--- src/rtl/inst_buffer.sv ---
// Dual-slot instruction buffer between fetch and decode.
// Circular FIFO; occupancy comes from wrap-bit pointers.
module inst_buffer #(
  parameter int DEPTH = 16,
  parameter int CW    = $clog2(DEPTH) + 1
) (
  input  logic             clk,
  input  logic             a_rst_n,
  input  logic             flush_i,
  input  logic [1:0]       fetch_valid_i,
  input  logic [1:0][31:0] fetch_pc_i,
  input  logic [1:0][31:0] fetch_inst_i,
  input  logic [1:0]       fetch_excp_i,
  output logic             fetch_ready_o,
  output logic [1:0]       dec_valid_o,
  output logic [1:0][31:0] dec_pc_o,
  output logic [1:0][31:0] dec_inst_o,
  output logic [1:0]       dec_excp_o,
  input  logic [1:0]       dec_ready_i,
  output logic [CW-1:0]    count_o
);

  localparam int AW = $clog2(DEPTH);
  localparam logic [AW:0] RDY_MAX = (AW+1)'(DEPTH - 2);

  logic [AW:0]   head_q, head_d;
  logic [AW:0]   tail_q, tail_d;
  logic [AW:0]   used;
  logic [AW-1:0] hidx0, hidx1;
  logic [AW-1:0] tidx0, tidx1;
  logic [1:0]    push_n, pop_n;
  logic          vld0, vld1;

  logic [31:0] pc_q   [DEPTH];
  logic [31:0] inst_q [DEPTH];
  logic        excp_q [DEPTH];

  // Wrap bit makes tail-head the exact occupancy, 0..DEPTH
  assign used    = tail_q - head_q;
  assign count_o = CW'(used);

  assign fetch_ready_o = (used <= RDY_MAX);

  assign vld0 = (used != '0) & ~flush_i;
  assign vld1 = (used >= (AW+1)'(2)) & ~flush_i;
  assign dec_valid_o = {vld1, vld0};

  assign hidx0 = head_q[AW-1:0];
  assign hidx1 = hidx0 + AW'(1);
  assign tidx0 = tail_q[AW-1:0];
  assign tidx1 = tidx0 + AW'(1);

  always_comb begin
    push_n = 2'd0;
    if (fetch_ready_o && fetch_valid_i[0])
      push_n = fetch_valid_i[1] ? 2'd2 : 2'd1;
  end

  // Slot 1 only pops together with slot 0
  always_comb begin
    pop_n = 2'd0;
    if (vld0 && dec_ready_i[0])
      pop_n = (vld1 && dec_ready_i[1]) ? 2'd2 : 2'd1;
  end

  always_comb begin
    head_d = head_q + (AW+1)'(pop_n);
    tail_d = tail_q + (AW+1)'(push_n);
    if (flush_i) begin
      head_d = '0;
      tail_d = '0;
    end
  end

  always_ff @(posedge clk or negedge a_rst_n) begin
    if (!a_rst_n) begin
      head_q <= '0;
      tail_q <= '0;
    end else begin
      head_q <= head_d;
      tail_q <= tail_d;
    end
  end

  // Storage carries no reset
  always_ff @(posedge clk) begin
    if (!flush_i && push_n != 2'd0) begin
      pc_q[tidx0]   <= fetch_pc_i[0];
      inst_q[tidx0] <= fetch_inst_i[0];
      excp_q[tidx0] <= fetch_excp_i[0];
      if (push_n == 2'd2) begin
        pc_q[tidx1]   <= fetch_pc_i[1];
        inst_q[tidx1] <= fetch_inst_i[1];
        excp_q[tidx1] <= fetch_excp_i[1];
      end
    end
  end

  always_comb begin
    dec_pc_o   = '0;
    dec_inst_o = '0;
    dec_excp_o = '0;
    if (vld0) begin
      dec_pc_o[0]   = pc_q[hidx0];
      dec_inst_o[0] = inst_q[hidx0];
      dec_excp_o[0] = excp_q[hidx0];
    end
    if (vld1) begin
      dec_pc_o[1]   = pc_q[hidx1];
      dec_inst_o[1] = inst_q[hidx1];
      dec_excp_o[1] = excp_q[hidx1];
    end
  end

endmodule

--- config.mk ---
export PLATFORM = sky130hd
export DESIGN_NAME = inst_buffer
export DESIGN_NICKNAME = d
export VERILOG_FILES = /design/src/rtl/inst_buffer.sv
export SDC_FILE = /design/constraint.sdc
export NUM_CORES = 2
export LEC_CHECK = 0
export ABC_CLOCK_PERIOD_IN_PS = 29900
export BUFFER_PORTS_ARGS = -buffer_cell sky130_fd_sc_hd__buf_2
export CAP_MARGIN = 20
export CORE_MARGIN = 4
export CORE_UTILIZATION = 61
export DETAILED_ROUTE_END_ITERATION = 10
export GPL_TIMING_DRIVEN = 1
export PLACE_DENSITY_LB_ADDON = 0.15
export SLEW_MARGIN = 0
export SYNTH_ARGS = -nofsm -noshare
export SYNTH_HDL_FRONTEND = slang
export SYNTH_SLANG_ARGS = --single-unit
--- constraint.sdc ---
create_clock -name clk -period 29.9 [get_ports clk]
set_input_delay 2.99 -clock clk [delete_from_list [all_inputs] [get_ports clk]]
set_output_delay 2.99 -clock clk [all_outputs]
set_load 0.02 [all_outputs]
==> run_results.csv <==
group,metric,value,unit
power,switching_share,0.323,
power,p_comb_frac,0.343,
power,intPower,3.26,mW
clock_network,path_clk_slew,0.06,ns
critical_path,cp_cell_sequence,"buf_4, buf_4, buf_4, buf_4, mux4_2, nor2b_1, a211oi_1, a211oi_1, buf_2",
yosys,synth_warnings,0,
placed_design,place_inst,4863,
power,p_seq_frac,0.360,
clock_network,hold_buffers,0,
power,p_clk_frac,0.297,
status,status,"complete, no violations",
critical_path,rr_startpoint,"head_q[2]$_DFF_PN0_",
layout,ff_latch_area,31500,um2
placed_design,place_area,64600,um2
power,ir_drop,0.0000766,V
job,cap_violations,0,
critical_path,start_kind,"flip-flop",
detailed_routing,vias,37900,
detailed_routing,first_pass_iters,6,
critical_path,critPathMaxStageDelay,0.91,ns
detailed_routing,detail-route-antenna-nets,0,
critical_path,reg2reg_depth,10,
timing,finalCritPeriodShare,0.314,
layout,final_common_cell,"edfxtp_1",
floorplan,num_rows,117,
yosys,synth-edff-count,1040,
timing,finalHoldViolations,0,
detailed_routing,postRouteWirelength,186000,um
clock_network,cts_resized,0,
global_routing,grt_max_degree,147,
critical_path,crit_type,"reg2out",
critical_path,critical_path.endpoint,"dec_pc_o[60]",
global_routing,grt.total_usage,0.344,
yosys,ys_seq_elements,1050,
clock_network,cts_buffer_depth,3,
floorplan,dieArea,108000,um2
placed_design,gp_congestion,0.838,
critical_path,cp.arrival,6.39,ns
yosys,synth_seq_area_share,0.502,
yosys,ys_async_sr_fraction,0.00952,
power,power_density,70.3,nW/um2
power,p_switching,1.55,mW
placed_design,hpwl,98300,um
layout,stdcell_count,5100,
critical_path,crit_family,"buffers and inverters",
global_routing,antenna_found_initial,29,
yosys,syn_nets,3713,
power,total_power,4.82,mW
yosys,synth_area,62600,um2
detailed_routing,routed_via_density,7.44,
layout,nets,3763,
global_routing,grt_pass1_wl,269000,um
timing,fin_hold_ws,0.594,ns
critical_path,r2r_end,"excp_q[0]$_DFFE_PP_",
layout,final_area,68500,um2
critical_path,end_kind,"output port",
timing,setup_viol,0,
timing,final.setup_skew,0.0163,ns
layout,final_util,0.672,
placed_design,pre_cts_ws,21.16,ns
layout,layout_common_cells,"1040 x edfxtp_1, 840 x mux2_2, 585 x mux4_2, 274 x buf_2, 200 x mux2_4",
clock_network,clk_latency,0.69,ns
critical_path,cpMostUsedCell,"buf_4",
global_routing,grt_pass1_vias,39100,
timing,worst_pin_slew,1.24,ns
timing,tns,0,ns
critical_path,worst-path-buf-inv,5,
timing,period_needed,9.38,ns
clock_network,cts_root_buf,"clkbuf_16",
clock_network,cts_buffers,114,
clock_network,cts_htree_levels,3,
detailed_routing,drt-initial-drc-count,4662,
layout,drive_above_1_share,0.595,
yosys,ys.flop_type,"edfxtp_1",
timing,rsz0062_at_grt,"no",
layout,fillers,6809,
timing,finalMaxSlewViolations,0,
floorplan,die_w,328,um
critical_path,worstSetupStartpoint,"head_q[0]$_DFF_PN0_",
layout,area_delta_synth_final,9.27,%
yosys,avgSynthCellArea,17.6,um2
critical_path,cp.depth,9,
floorplan,io_pins,275,
critical_path,reg2reg_slack,23.42,ns
timing,setup_ws,20.52,ns
floorplan,core_area,102000,um2
layout,multi_input_area,29200,um2
critical_path,cpMaxStageDelayCell,"dfrtp_4",
detailed_routing,drc,0,
global_routing,overflow,0,
hold_path,worst_hold_path_type,"reg2reg",
timing,max_freq,107,MHz
clock_network,cts_num_sinks,1050,
clock_network,tritoncts,"done",
critical_path,crit_required,26.91,ns
yosys,yosys.cell_types.count,45,
timing,slew_headroom,0.172,
floorplan,start_util,0.615,
clock_network,post_cts_buffers,0,
floorplan,die_h,328,um
yosys,syn_inst,3564,
power,leakage,22.6,nW
critical_path,worstPathMaxFanout,64,
detailed_routing,wl_per_cell,36.4,um
placed_design,portBuffers,274,
==> cells in the mapped netlist, types with 11 or more instances <==
library cell / number / area share
edfxtp_1: 1040 / 0.50
mux2_2: 840 / 0.15
mux4_2: 585 / 0.21
clkbuf_1: 241 / 0.014
mux2_4: 200 / 0.048
a211oi_1: 130 / 0.016
buf_2: 94 / 0.0075
nor2b_1: 69 / 0.0069
and2_1: 65 / 0.0065
mux2i_1: 65 / 0.010
buf_4: 38 / 0.0046
buf_6: 36 / 0.0065
buf_1: 24 / 0.0014
nor2_1: 19 / 0.0011
nor4_1: 11 / 0.0011
==> worst min-delay path: stages (launching register included) <==
cell and delay, ns:
dfrtp_1 0.38, xor2_1 0.08, nor2_1 0.09
==> state kept, by name, indices dropped and copies added (netlist names) <==
register and flops:
inst_q 512, head_q 5, excp_q 16, pc_q 512, tail_q 5
==> how the worst min path moves through the flow <==
stage                                     end                start  cells after the start  slack [ns]
after global routing      tail_q[4]$_DFF_PN0_  tail_q[4]$_DFF_PN0_                      2        0.62
after detailed placement  tail_q[4]$_DFF_PN0_  tail_q[4]$_DFF_PN0_                      2        0.57
after CTS                 tail_q[4]$_DFF_PN0_  tail_q[4]$_DFF_PN0_                      2        0.59
final                     tail_q[4]$_DFF_PN0_  tail_q[4]$_DFF_PN0_                      2        0.59
after global placement    tail_q[4]$_DFF_PN0_  tail_q[4]$_DFF_PN0_                      2        0.54
after floorplan           head_q[3]$_DFF_PN0_  head_q[3]$_DFF_PN0_                      2        0.52
==> kinds of logic after synthesis <==
| logic type | Yosys count | share of synthesized area |
|---|---|---|
| XOR/XNOR | 11 | 0.00154 |
| multiplexers | 1690 | 0.420 |
| AND/OR/NAND/NOR | 212 | 0.0214 |
| AO/OA/AOI/OAI | 144 | 0.0171 |
| buffers and inverters | 445 | 0.0351 |
| flip-flops | 1050 | 0.502 |
| adder cells (fa/ha/maj) | 12 | 0.00276 |
==> power groups by stage <==
stage	logic (mW)	registers, mW	clock network, mW
4_1_cts	1.66	1.73	1.44
5_1_grt	1.74	1.74	1.50
2_1_floorplan	1.18	1.74	0
3_3_place_gp	1.63	1.76	0
3_5_place_dp	1.65	1.76	0
6_report	1.65	1.73	1.43
==> layout make-up <==
type                    count  share of cell area
flip-flops and latches   1050               0.460
multi-input cells        2069               0.427
clock buffers             133              0.0436
repair buffers            367              0.0317
well taps                1368              0.0250
clock inverters            79              0.0113
diodes                     22            0.000804
inverters                  12            0.000731
==> routing by layer <==
| metal | up-vias | track usage | routed length [um] |
|---|---|---|---|
| met5 | - | 0 | 87 |
| met4 | 16 | 0.143 | 8330 |
| met3 | 499 | 0.0590 | 17600 |
| met2 | 2364 | 0.578 | 93600 |
| met1 | 20200 | 0.448 | 66200 |
| li1 | 14900 | - | - |
Note: power is estimated with default switching activity, not from simulation.
